**config.mk**
```make
export PLATFORM = sky130hd
export DESIGN_NAME = irom_arbiter
export DESIGN_NICKNAME = d
export VERILOG_FILES = /design/src/rtl/irom_arbiter_pkg.sv /design/src/rtl/irom_arbiter_rr.sv /design/src/rtl/irom_arbiter.sv
export SDC_FILE = /design/constraint.sdc
export NUM_CORES = 1
export LEC_CHECK = 0
export ABC_CLOCK_PERIOD_IN_PS = 2500
export CAP_MARGIN = 5
export CORE_ASPECT_RATIO = 1.1
export CORE_MARGIN = 2
export CORE_UTILIZATION = 35
export CTS_BUF_LIST = sky130_fd_sc_hd__clkbuf_16
export DETAILED_ROUTE_END_ITERATION = 7
export PLACE_DENSITY_LB_ADDON = 0.12
export SYNTH_ARGS = -nofsm -noshare
export SYNTH_HDL_FRONTEND = slang
export SYNTH_SLANG_ARGS = --single-unit
```
**constraint.sdc**
```tcl
create_clock -name HCLK -period 2.5 [get_ports HCLK]
set_input_delay 0.5 -clock HCLK [delete_from_list [all_inputs] [get_ports HCLK]]
set_output_delay 0.5 -clock HCLK [all_outputs]
set_load 0.005 [all_outputs]
```
**src/rtl/irom_arbiter_pkg.sv**
```systemverilog
// Shared definitions for the instruction-ROM arbiter: FSM encoding,
// bus transfer-type constants and the ROM window check.
package irom_arbiter_pkg;

    typedef enum logic [1:0] {
        ST_IDLE = 2'b00,
        ST_ADDR = 2'b01,
        ST_DATA = 2'b10
    } state_t;

    localparam logic [1:0] HTRANS_IDLE   = 2'b00;
    localparam logic [1:0] HTRANS_NONSEQ = 2'b10;

    // True when addr lies in [start, start+size); the upper bound is formed
    // one bit wider so a window reaching the top of the address space never wraps.
    function automatic logic in_window(input logic [16:0] addr,
                                       input logic [16:0] start,
                                       input int unsigned size);
        logic [17:0] limit;
        limit = {1'b0, start} + size[17:0];
        return (addr >= start) && ({1'b0, addr} < limit);
    endfunction

endpackage

```
**src/rtl/irom_arbiter_rr.sv**
```systemverilog
// Two-way round-robin tie-breaker: one-hot grant plus a pointer that
// remembers which requester won last. The pointer moves only on a real grant.
module rr_arb2 (
    input  logic       HCLK,
    input  logic       HRESET,
    input  logic [1:0] req,
    input  logic       take,
    output logic [1:0] grant
);

    logic last_m1;

    // Pick the single requester, or on a tie the one that did not win last.
    always_comb begin
        grant = 2'b00;
        case (req)
            2'b01:   grant = 2'b01;
            2'b10:   grant = 2'b10;
            2'b11:   grant = last_m1 ? 2'b01 : 2'b10;
            default: grant = 2'b00;
        endcase
    end

    // Remember the winner; reset favours m0 on the first tie.
    always_ff @(posedge HCLK or posedge HRESET) begin
        if (HRESET) begin
            last_m1 <= 1'b1;
        end else if (take && (grant != 2'b00)) begin
            last_m1 <= grant[1];
        end
    end

endmodule

```
**src/rtl/irom_arbiter.sv**
```systemverilog
// Arbitrates two requesters onto a single instruction-ROM port using a
// fixed IDLE/ADDR/DATA walk; out-of-window and protected writes still walk
// the states but never reach the ROM.
module irom_arbiter
    import irom_arbiter_pkg::*;
#(
    parameter logic [16:0] ROM_START   = 17'h0,
    parameter int unsigned ROM_SIZE    = 256,
    parameter bit          M0_WRITE_EN = 1'b0
) (
    input  logic        HCLK,
    input  logic        HRESET,
    input  logic        m0_req,
    input  logic [16:0] m0_addr,
    input  logic [16:0] m0_wdata,
    input  logic        m0_write,
    output logic        m0_ack,
    output logic        m0_err,
    output logic [16:0] m0_rdata,
    input  logic        m1_req,
    input  logic [16:0] m1_addr,
    input  logic [16:0] m1_wdata,
    input  logic        m1_write,
    output logic        m1_ack,
    output logic        m1_err,
    output logic [16:0] m1_rdata,
    output logic [16:0] HADDR,
    output logic [1:0]  HTRANS,
    output logic [16:0] HWDATA,
    output logic        HWRITE,
    input  logic [16:0] HRDATA
);

    state_t      state, state_next;
    logic [1:0]  grant;
    logic        idle;
    logic [16:0] sel_addr, sel_wdata;
    logic        sel_write;
    logic        lat_owner, lat_write, lat_oob, lat_prot;
    logic [16:0] lat_addr, lat_wdata;
    logic        drive_rom;

    assign idle      = (state == ST_IDLE);
    assign drive_rom = (state == ST_ADDR) && !lat_oob && !lat_prot;

    rr_arb2 u_rr (
        .HCLK   (HCLK),
        .HRESET (HRESET),
        .req    ({m1_req, m0_req}),
        .take   (idle),
        .grant  (grant)
    );

    // Route the winning requester's transfer fields toward the latch.
    always_comb begin
        sel_addr  = grant[1] ? m1_addr  : m0_addr;
        sel_wdata = grant[1] ? m1_wdata : m0_wdata;
        sel_write = grant[1] ? m1_write : m0_write;
    end

    // State register for the three-phase transfer walk.
    always_ff @(posedge HCLK or posedge HRESET) begin
        if (HRESET) begin
            state <= ST_IDLE;
        end else begin
            state <= state_next;
        end
    end

    // Next state: leave IDLE only on a grant, then always ADDR -> DATA -> IDLE.
    always_comb begin
        state_next = state;
        case (state)
            ST_IDLE: if (grant != 2'b00) state_next = ST_ADDR;
            ST_ADDR: state_next = ST_DATA;
            ST_DATA: state_next = ST_IDLE;
            default: state_next = ST_IDLE;
        endcase
    end

    // Capture the winner's request at grant so later input changes are ignored.
    always_ff @(posedge HCLK or posedge HRESET) begin
        if (HRESET) begin
            lat_owner <= 1'b0;
            lat_addr  <= '0;
            lat_wdata <= '0;
            lat_write <= 1'b0;
            lat_oob   <= 1'b0;
            lat_prot  <= 1'b0;
        end else if (idle && (grant != 2'b00)) begin
            lat_owner <= grant[1];
            lat_addr  <= sel_addr;
            lat_wdata <= sel_wdata;
            lat_write <= sel_write;
            lat_oob   <= !in_window(sel_addr, ROM_START, ROM_SIZE);
            lat_prot  <= !grant[1] && sel_write && !M0_WRITE_EN;
        end
    end

    // Present the transfer to the ROM only during a permitted ADDR phase.
    always_comb begin
        HADDR  = '0;
        HWDATA = '0;
        HWRITE = 1'b0;
        HTRANS = HTRANS_IDLE;
        if (drive_rom) begin
            HADDR  = lat_addr;
            HWDATA = lat_wdata;
            HWRITE = lat_write;
            HTRANS = HTRANS_NONSEQ;
        end
    end

    // Complete the transfer at the DATA->IDLE edge toward the owner only.
    always_ff @(posedge HCLK or posedge HRESET) begin
        if (HRESET) begin
            m0_ack   <= 1'b0;
            m0_err   <= 1'b0;
            m0_rdata <= '0;
            m1_ack   <= 1'b0;
            m1_err   <= 1'b0;
            m1_rdata <= '0;
        end else begin
            m0_ack <= 1'b0;
            m1_ack <= 1'b0;
            if (state == ST_DATA) begin
                if (lat_owner) begin
                    m1_ack <= 1'b1;
                    m1_err <= lat_oob | lat_prot;
                    if (lat_oob) begin
                        m1_rdata <= '0;
                    end else if (!lat_write) begin
                        m1_rdata <= HRDATA;
                    end
                end else begin
                    m0_ack <= 1'b1;
                    m0_err <= lat_oob | lat_prot;
                    if (lat_oob) begin
                        m0_rdata <= '0;
                    end else if (!lat_write) begin
                        m0_rdata <= HRDATA;
                    end
                end
            end
        end
    end

endmodule
```
After elaboration in Yosys (flattened, before gate mapping)
Index checks and enable logic that the tools add are counted.
- $lt $le $gt $ge: 2
- equal/unequal tests: 7
- mux-type cells: 17
- bitwise gates (word level): 2
- reductions and logical operators: 15
- operator list (operator ; number):
    17-bit 2-to-1 mux ; 6
    17-bit by 1-bit greater-or-equal comparator with 1-bit output (second input constant) ; 1
    17-bit by 9-bit less-than comparator with 1-bit output (second input constant) ; 1
    2-bit equality test (second input constant) ; 3
    1-bit 2-to-1 mux ; 6
    2-bit 2-to-1 mux ; 3
    2-bit case mux with 3 select lines ; 1
    3-bit AND reduction ; 2
    1-bit logical AND ; 5
    2-bit by 1-bit equality test with 1-bit output (second input constant) ; 2
    1-bit logical NOT ; 4
    2-bit case mux with 2 select lines ; 1
    2-bit AND reduction ; 2
    2-bit logical NOT ; 1
    2-bit by 1-bit != test with 1-bit output (second input constant) ; 1
    2-bit != test (second input constant) ; 1
    2-bit nonzero test ; 1
    1-bit NOT ; 1
    1-bit OR ; 1
- register bits after elaboration: 79
- input port bits: 91
- output and inout port bits: 75
- word-level logic and storage cells: 57

Depth between registers and ports, before layout
Gate-level depths: netlist of the first run.
- word-level depth: 6
- gate-level depth with buffers: 5
- gate-level depth less buffers: 4

Hierarchy
Synthesis of the first run repeated with hierarchy kept, for this count alone.
- cells, all modules: 300
- area, all modules: 3907.5 um2
- by module, submodules not included (module ; instances ; cells each ; area each (um2) ; sequential area each (um2)):
    irom_arbiter ; 1 ; 293 ; 3847.4 ; 1951.9
    rr_arb2 ; 1 ; 7 ; 60.1 ; 26.3

Least setup slack after synthesis of the first run
Ideal clock, no wire load.
- kind: register to output
- start point: register lat_oob
- end point: output HADDR[0]
- arrival time: 1.298 ns
- slack: 0.702 ns
- cell stages (with the launch flop): 6
- cell sequence: dfrtp_1 -> clkbuf_1 -> nor2_1 -> clkbuf_1 -> clkbuf_1 -> and3_1
- cells in the longest elaborated chain, start to end: 4
- ends and longest elaborated chain (element ; RTL line ; RTL):
    start, declared ; irom_arbiter.sv:39 ; logic lat_owner, lat_write, lat_oob, lat_prot;
    start signal, assigned ; irom_arbiter.sv:95 ; lat_oob <= !in_window(sel_addr, ROM_START, ROM_SIZE);
    1-bit logical NOT ; irom_arbiter.sv:44 ; assign drive_rom = (state == ST_ADDR) && !lat_oob && !lat_prot;
    1-bit logical AND (2 in series) ; irom_arbiter.sv:44 ;
    17-bit 2-to-1 mux ; irom_arbiter.sv:106 ; if (drive_rom) begin
    end, declared ; irom_arbiter.sv:27 ; output logic [16:0] HADDR,
Every way passes these cells.

Final worst setup path of the first run
- start point: register state[0]
- end point: output HWDATA[9]
- cells in the longest elaborated chain, start to end: 4
- ends and longest elaborated chain (element ; RTL line ; RTL):
    start, declared ; irom_arbiter.sv:34 ; state_t state, state_next;
    start signal, assigned ; irom_arbiter.sv:66 ; state <= state_next;
    2-bit by 1-bit equality test with 1-bit output ; irom_arbiter.sv:44 ;
    1-bit logical AND (2 in series) ; irom_arbiter.sv:44 ;
    17-bit 2-to-1 mux ; irom_arbiter.sv:106 ;
    end, declared ; irom_arbiter.sv:29 ; output logic [16:0] HWDATA,
Every way passes these cells.

==> flow_metrics.env, run 1 <==
export IMPL_clock_fmax_mhz=425
export IMPL_area_growth_pct=55.1
export IMPL_rsz0062_at_grt="no"
export IMPL_stdcell_count=610
export IMPL_numPortBuffers=164
export IMPL_placedCellCount=594
export IMPL_fin_crit_sh=0.941
export IMPL_hold_path_class="reg -> reg"
export IMPL_r2r_slack_ns=0.69
export IMPL_syn_cell_area_um2=3850
export IMPL_start_kind="flop"
export IMPL_grt_first_pass_wirelength_um=15800
export IMPL_regArea_um2=1980
export IMPL_critPathRequiredTime_ns=2.00
export IMPL_wl_um=9630
export IMPL_post_cts_buffers=0
export IMPL_status="finished clean"
export IMPL_hold_violations=0
export IMPL_firstDrtPassIters=4
export IMPL_antenna_found_initial=0
export IMPL_max_slew_margin=0.561
export IMPL_via_per_inst=4.72
export IMPL_drc_errors=0
export IMPL_drtIter0Drc=79
export IMPL_synthDistinctLibCells=34
export IMPL_finalClockSkew_ns=0.00814
export IMPL_syn_nets=384
export IMPL_cts_root_buffer="clkbuf_16"
export IMPL_die_height_um=114
export IMPL_ant_nets=0
export IMPL_p_leak_nw=2.60
export IMPL_cp_end_kind="output port"
export IMPL_path_clk_slew_ns=0.06
export IMPL_nFillCells=962
export IMPL_antenna_cells=0
export IMPL_ir_worst_vdd_uv=430
export IMPL_path_class="reg -> out"
export IMPL_syn_instance_count=293
export IMPL_die_w_um=104
export IMPL_power_density_nw_per_um2=1050
export IMPL_worstRegToRegCells=4
export IMPL_period_needed_ns=2.35
export IMPL_dieArea_um2=11900
export IMPL_worstHoldStart="m1_rdata[9]$_DFFE_PP0P_"
export IMPL_drv_slew=0
export IMPL_io_pin_count=166
export IMPL_tns_ns=0
export IMPL_whs_endpoint="m1_rdata[9]$_DFFE_PP0P_"
export IMPL_cts_tree="built"
export IMPL_multiInputGateArea_um2=1730
export IMPL_synth_seq_cells=79
export IMPL_ys_warn_count=0
export IMPL_numClockSinks=79
export IMPL_synth_seq_area_share=0.513
export IMPL_worstHoldPathCells=1
export IMPL_nets=549
export IMPL_grt_pass1_vias=3165
export IMPL_r2r_end="m1_rdata[16]$_DFFE_PP0P_"
export IMPL_power_total_mw=6.30
export IMPL_arrival_ns=1.85
export IMPL_overflow=0
export IMPL_wl_per_cell_um=15.8
export IMPL_clk_latency_ns=0.34
export IMPL_cts_buffers=9
export IMPL_finalSetupViolCount=0
export IMPL_grt_max_degree=53
export IMPL_track_usage=0.169
export IMPL_tightest_slew_ns=0.658
export IMPL_fp_row_count=40
export IMPL_final_core_util=0.553
export IMPL_num_vias=2881
export IMPL_hpwl_um=6860
export IMPL_maxCapViolations=0
export IMPL_cp_max_fo=16
export IMPL_r2r_start="lat_oob$_DFFE_PP0P_"
export IMPL_core_um2=10800
export IMPL_fin_hold_ws_ns=0.484
export IMPL_synth_area_per_cell_um2=13.2
export IMPL_gp_congestion=0.753
export IMPL_drive_above_1_share=0.300
export IMPL_clock_path_buffers=2
export IMPL_initial_utilization=0.357
export IMPL_cts_max_level=3
==> sequential cells by signal, indices dropped and copies added (netlist names) <==
name          flops
lat_write         1
state             2
m1_rdata         17
m1_ack            1
m1_err            1
lat_owner         1
m0_err            1
lat_addr         17
m0_ack            1
lat_prot          1
u_rr.last_m1      1
lat_oob           1
lat_wdata        17
m0_rdata         17
==> worst max-delay path: stages, from the launching register on <==
cell and delay, ns:
dfrtp_2 0.41, nor2b_2 0.19, buf_4 0.22, and3_1 0.17, clkdlybuf4s50_1 0.53
==> per-stage QoR <==
stage | setup WS (ns) | area (um^2)
detailed placement | 0.207 | 5650
finish | 0.148 | 5980
CTS | 0.0635 | 5980
global route | 0.0481 | 5980
floorplan | 0.702 | 3860
global placement | 0.243 | 5650
==> cells in the final DEF, fill, tap and decap left out, types with 2 or more instances in the layout <==
cell type,Yosys,final
dfrtp_1,78,77
nor3_1,2,2
nor4_1,2,2
buf_4,3,9
clkdlybuf4s50_1,0,164
o31ai_1,2,2
inv_1,5,4
o21ai_0,2,2
nor2b_1,9,8
and3_1,35,35
a21oi_1,2,2
bufinv_16,0,2
o21ai_2,2,2
and2b_1,9,9
mux2_2,101,101
clkinvlp_4,0,4
clkbuf_16,0,9
nor2_1,6,5
==> routing by layer <==
metal / wire [um] / global-route usage / vias to the layer above / share of wire
met1: 4160 / 0.204 / 1419 / 0.43
met4: 148 / 0.0685 / 0 / 0.015
met5: 0 / 0 / - / 0
li1: - / - / 1367 / -
met3: 478 / 0.0353 / 10 / 0.050
met2: 4850 / 0.296 / 85 / 0.50
==> logic make-up after synthesis <==
group,Yosys count,share of synthesized area
AOI/OAI and AO/OA,13,0.0266
buffers and inverters,27,0.0422
DFF,79,0.513
muxes,102,0.298
other,1,0.000973
and+or+nand+nor,71,0.119
==> Yosys cell counts <==
cell | number | share of area
o211ai_1 | 1 | 0.0019
and4_1 | 1 | 0.0023
nor3b_4 | 1 | 0.0049
dfstp_2 | 1 | 0.0068
inv_4 | 1 | 0.0016
nand4bb_1 | 1 | 0.0029
mux2_2 | 101 | 0.30
and2_1 | 1 | 0.0016
a22o_1 | 1 | 0.0023
nor3_1 | 2 | 0.0026
nor4_1 | 2 | 0.0032
o31ai_1 | 2 | 0.0039
o21ai_0 | 2 | 0.0026
inv_1 | 5 | 0.0049
buf_4 | 3 | 0.0058
a31oi_1 | 1 | 0.0016
a21boi_2 | 1 | 0.0029
buf_6 | 6 | 0.018
conb_1 | 1 | 0.00097
nor2b_1 | 9 | 0.015
mux2_1 | 1 | 0.0029
and3_1 | 35 | 0.057
nand3b_1 | 1 | 0.0019
clkbuf_1 | 10 | 0.0097
dfrtp_1 | 78 | 0.51
and2b_1 | 9 | 0.018
nor2_1 | 6 | 0.0058
nand3_1 | 1 | 0.0013
o21ai_2 | 2 | 0.0045
and4b_1 | 1 | 0.0026
a21oi_4 | 1 | 0.0042
nand2_1 | 1 | 0.00097
a21oi_1 | 2 | 0.0026
buf_2 | 2 | 0.0026
==> layout make-up <==
cell class	instances	share of cell area
Inverter	6	0.00481
Clock buffer	9	0.0377
Clock inverter	7	0.0161
Sequential cell	79	0.331
Timing Repair Buffer	175	0.291
Tap cell	147	0.0308
Multi-Input combinational cell	187	0.289
==> what timing repair did <==
item,CTS,global route
endpoints found under the setup margin,0,18
hold buffers,0,0
resized for setup,0,2
==> where the power goes <==
group	total (mW)	internal, mW	leakage, nW	switching, mW
logic	2.69	1.67	1.48	1.03
registers	2.20	1.89	0.976	0.308
clock network	1.41	0.876	0.148	0.532
total	6.30	4.44	2.60	1.87
==> how the worst max path moves through the flow <==
stage                         startpoint                       to  slack, ns
floorplan            lat_oob$_DFFE_PP0P_                 HADDR[0]       0.70
global placement                  m1_req  lat_addr[6]$_DFFE_PP0P_       0.24
detailed placement                m1_req  lat_addr[8]$_DFFE_PP0P_       0.21
CTS                 state[0]$_DFFE_PP0P_                HADDR[16]       0.06
global route        state[0]$_DFFE_PP0P_                HWDATA[9]       0.05
finish              state[0]$_DFFE_PP0P_                HWDATA[9]       0.15
(Power assumes the default switching activity.)
==> run 2, diff against run 1 <==
--- a/config.mk
+++ b/config.mk
@@ -12,7 +12,9 @@
 export CORE_UTILIZATION = 35
 export CTS_BUF_LIST = sky130_fd_sc_hd__clkbuf_16
 export DETAILED_ROUTE_END_ITERATION = 7
+export DONT_BUFFER_PORTS = 1
 export PLACE_DENSITY_LB_ADDON = 0.12
+export REMOVE_ABC_BUFFERS = 1
 export SYNTH_ARGS = -nofsm -noshare
 export SYNTH_HDL_FRONTEND = slang
 export SYNTH_SLANG_ARGS = --single-unit
==> run 2 against run 1 <==
Against the previous run: clock power increased by 4%; via count decreased by 20%; sequential share of layout area increased by 13 points; hold slack got worse by 0.35 ns.
==> flow_metrics.env, run 2 (same netlist as run 1, synthesis figures left out) <==
export IMPL_drv_slew=0
export IMPL_track_usage=0.144
export IMPL_cp_max_fo=35
export IMPL_path_clk_slew_ns=0.06
export IMPL_io_pin_count=166
export IMPL_crit_chain="nor2_2, buf_4, and3_1"
export IMPL_gp_congestion=0.672
export IMPL_status="finished clean"
export IMPL_hpwl_um=5910
export IMPL_critPathRequiredTime_ns=2.00
export IMPL_wl_per_cell_um=19.2
export IMPL_clock_path_buffers=2
export IMPL_dieArea_um2=11900
export IMPL_die_w_um=104
export IMPL_ant_nets=0
export IMPL_area_growth_pct=11.8
export IMPL_wl_um=8460
export IMPL_cp_slowest_cell="dfrtp_1"
export IMPL_fin_crit_sh=0.831
export IMPL_maxCapViolations=0
export IMPL_num_vias=2319
export IMPL_cp_end_kind="output port"
export IMPL_post_cts_buffers=0
export IMPL_max_slew_margin=0.388
export IMPL_cp_top_family="simple AND/OR/NAND/NOR gates"
export IMPL_power_density_nw_per_um2=1270
export IMPL_via_per_inst=5.26
export IMPL_place_area_um2=3970
export IMPL_firstDrtPassIters=4
export IMPL_arrival_ns=1.58
export IMPL_slowest_delay_ns=0.43
export IMPL_drive_above_1_share=0.449
export IMPL_antenna_found_initial=0
export IMPL_start_kind="flop"
export IMPL_period_needed_ns=2.08
export IMPL_cts_buffers=9
export IMPL_drtIter0Drc=58
export IMPL_hold_path_class="in -> async"
export IMPL_p_leak_nw=2.00
export IMPL_ir_worst_vdd_uv=413
export IMPL_tightest_slew_ns=0.917
export IMPL_final_common_cell="mux2_2"
export IMPL_fp_row_count=40
export IMPL_rsz0062_at_grt="no"
export IMPL_grt_pass1_vias=2443
export IMPL_cts_resized=0
export IMPL_tns_ns=0
export IMPL_numClockSinks=79
export IMPL_cts_tree="built"
export IMPL_hold_buffers=0
export IMPL_drc_errors=0
export IMPL_fin_ws_ns=0.421
export IMPL_nets=380
export IMPL_clk_latency_ns=0.33
export IMPL_die_height_um=114
export IMPL_finalClockSkew_ns=0.00895
export IMPL_cts_max_level=3
export IMPL_r2r_slack_ns=0.62
export IMPL_antenna_cells=0
export IMPL_cts_root_buffer="clkbuf_16"
export IMPL_layout_common_cells="101 x mux2_2, 78 x dfrtp_1, 35 x and3_1"
export IMPL_finalSetupViolCount=0
export IMPL_grt_first_pass_wirelength_um=13400
export IMPL_numPortBuffers=0
export IMPL_place_ws_ns=0.630
export IMPL_critPathBufInv=1
export IMPL_stdcell_area_um2=4310
export IMPL_overflow=0
export IMPL_grt_max_degree=42
export IMPL_clock_fmax_mhz=481
export IMPL_path_class="reg -> out"
export IMPL_nFillCells=1117
export IMPL_core_um2=10800
export IMPL_initial_utilization=0.357
export IMPL_hold_violations=0
==> run 2: worst paths after layout <==
check / from / to / cells past startpoint
min: HRESET / m1_rdata[13]$_DFFE_PP0P_ / 1
max: lat_oob$_DFFE_PP0P_ / HADDR[16] / 3
max reg2reg: state[0]$_DFFE_PP0P_ / lat_addr[0]$_DFFE_PP0P_ / 4
min in group HCLK: m0_req / u_rr.last_m1$_DFFE_PP1P_ / 1
max in group asynchronous: HRESET / u_rr.last_m1$_DFFE_PP1P_ / 2
min reg2reg: lat_wdata[11]$_DFFE_PP0P_ / lat_wdata[11]$_DFFE_PP0P_ / 1
==> run 2: metal layers <==
layer	track usage	share of wire	wire length, um	vias to the layer above
met5	0	0	0	-
met4	0.0441	0.010	85	0
met3	0.0694	0.11	943	6
met2	0.232	0.46	3870	116
met1	0.172	0.42	3570	1165
li1	-	-	-	1032
==> run 2: worst reg2reg max path, stage by stage, from the launching register on <==
cell and delay (ns):
dfrtp_1 0.43, nor2_1 0.37, o21ai_2 0.16, inv_4 0.39, mux2_2 0.42
==> run 2: final cells by class <==
class	count	area (um^2)	share of cell area
clock buffers	9	225	0.0522
multi-input cells	187	1730	0.401
repair buffers	6	57.6	0.0134
well taps	147	184	0.0427
flip-flops and latches	79	1980	0.459
clock inverters	7	113	0.0261
inverters	6	26.3	0.00610
==> run 2: where the power goes <==
| group | switching (mW) | internal, mW | leakage, nW |
|---|---|---|---|
| registers | 0.397 | 1.90 | 0.978 |
| logic | 0.795 | 0.893 | 0.847 |
| clock network | 0.503 | 0.970 | 0.171 |
| total | 1.69 | 3.76 | 2.00 |
==> run 2: stage by stage <==
step	util	std cells	hold WS, ns	power (mW)
after floorplan	-	272	0.472	3.54
after global placement	0.367	425	0.482	4.03
after detailed placement	0.367	425	0.488	4.06
after CTS	0.399	441	0.157	5.55
after global routing	0.399	441	0.176	5.83
final	0.399	441	0.135	5.45
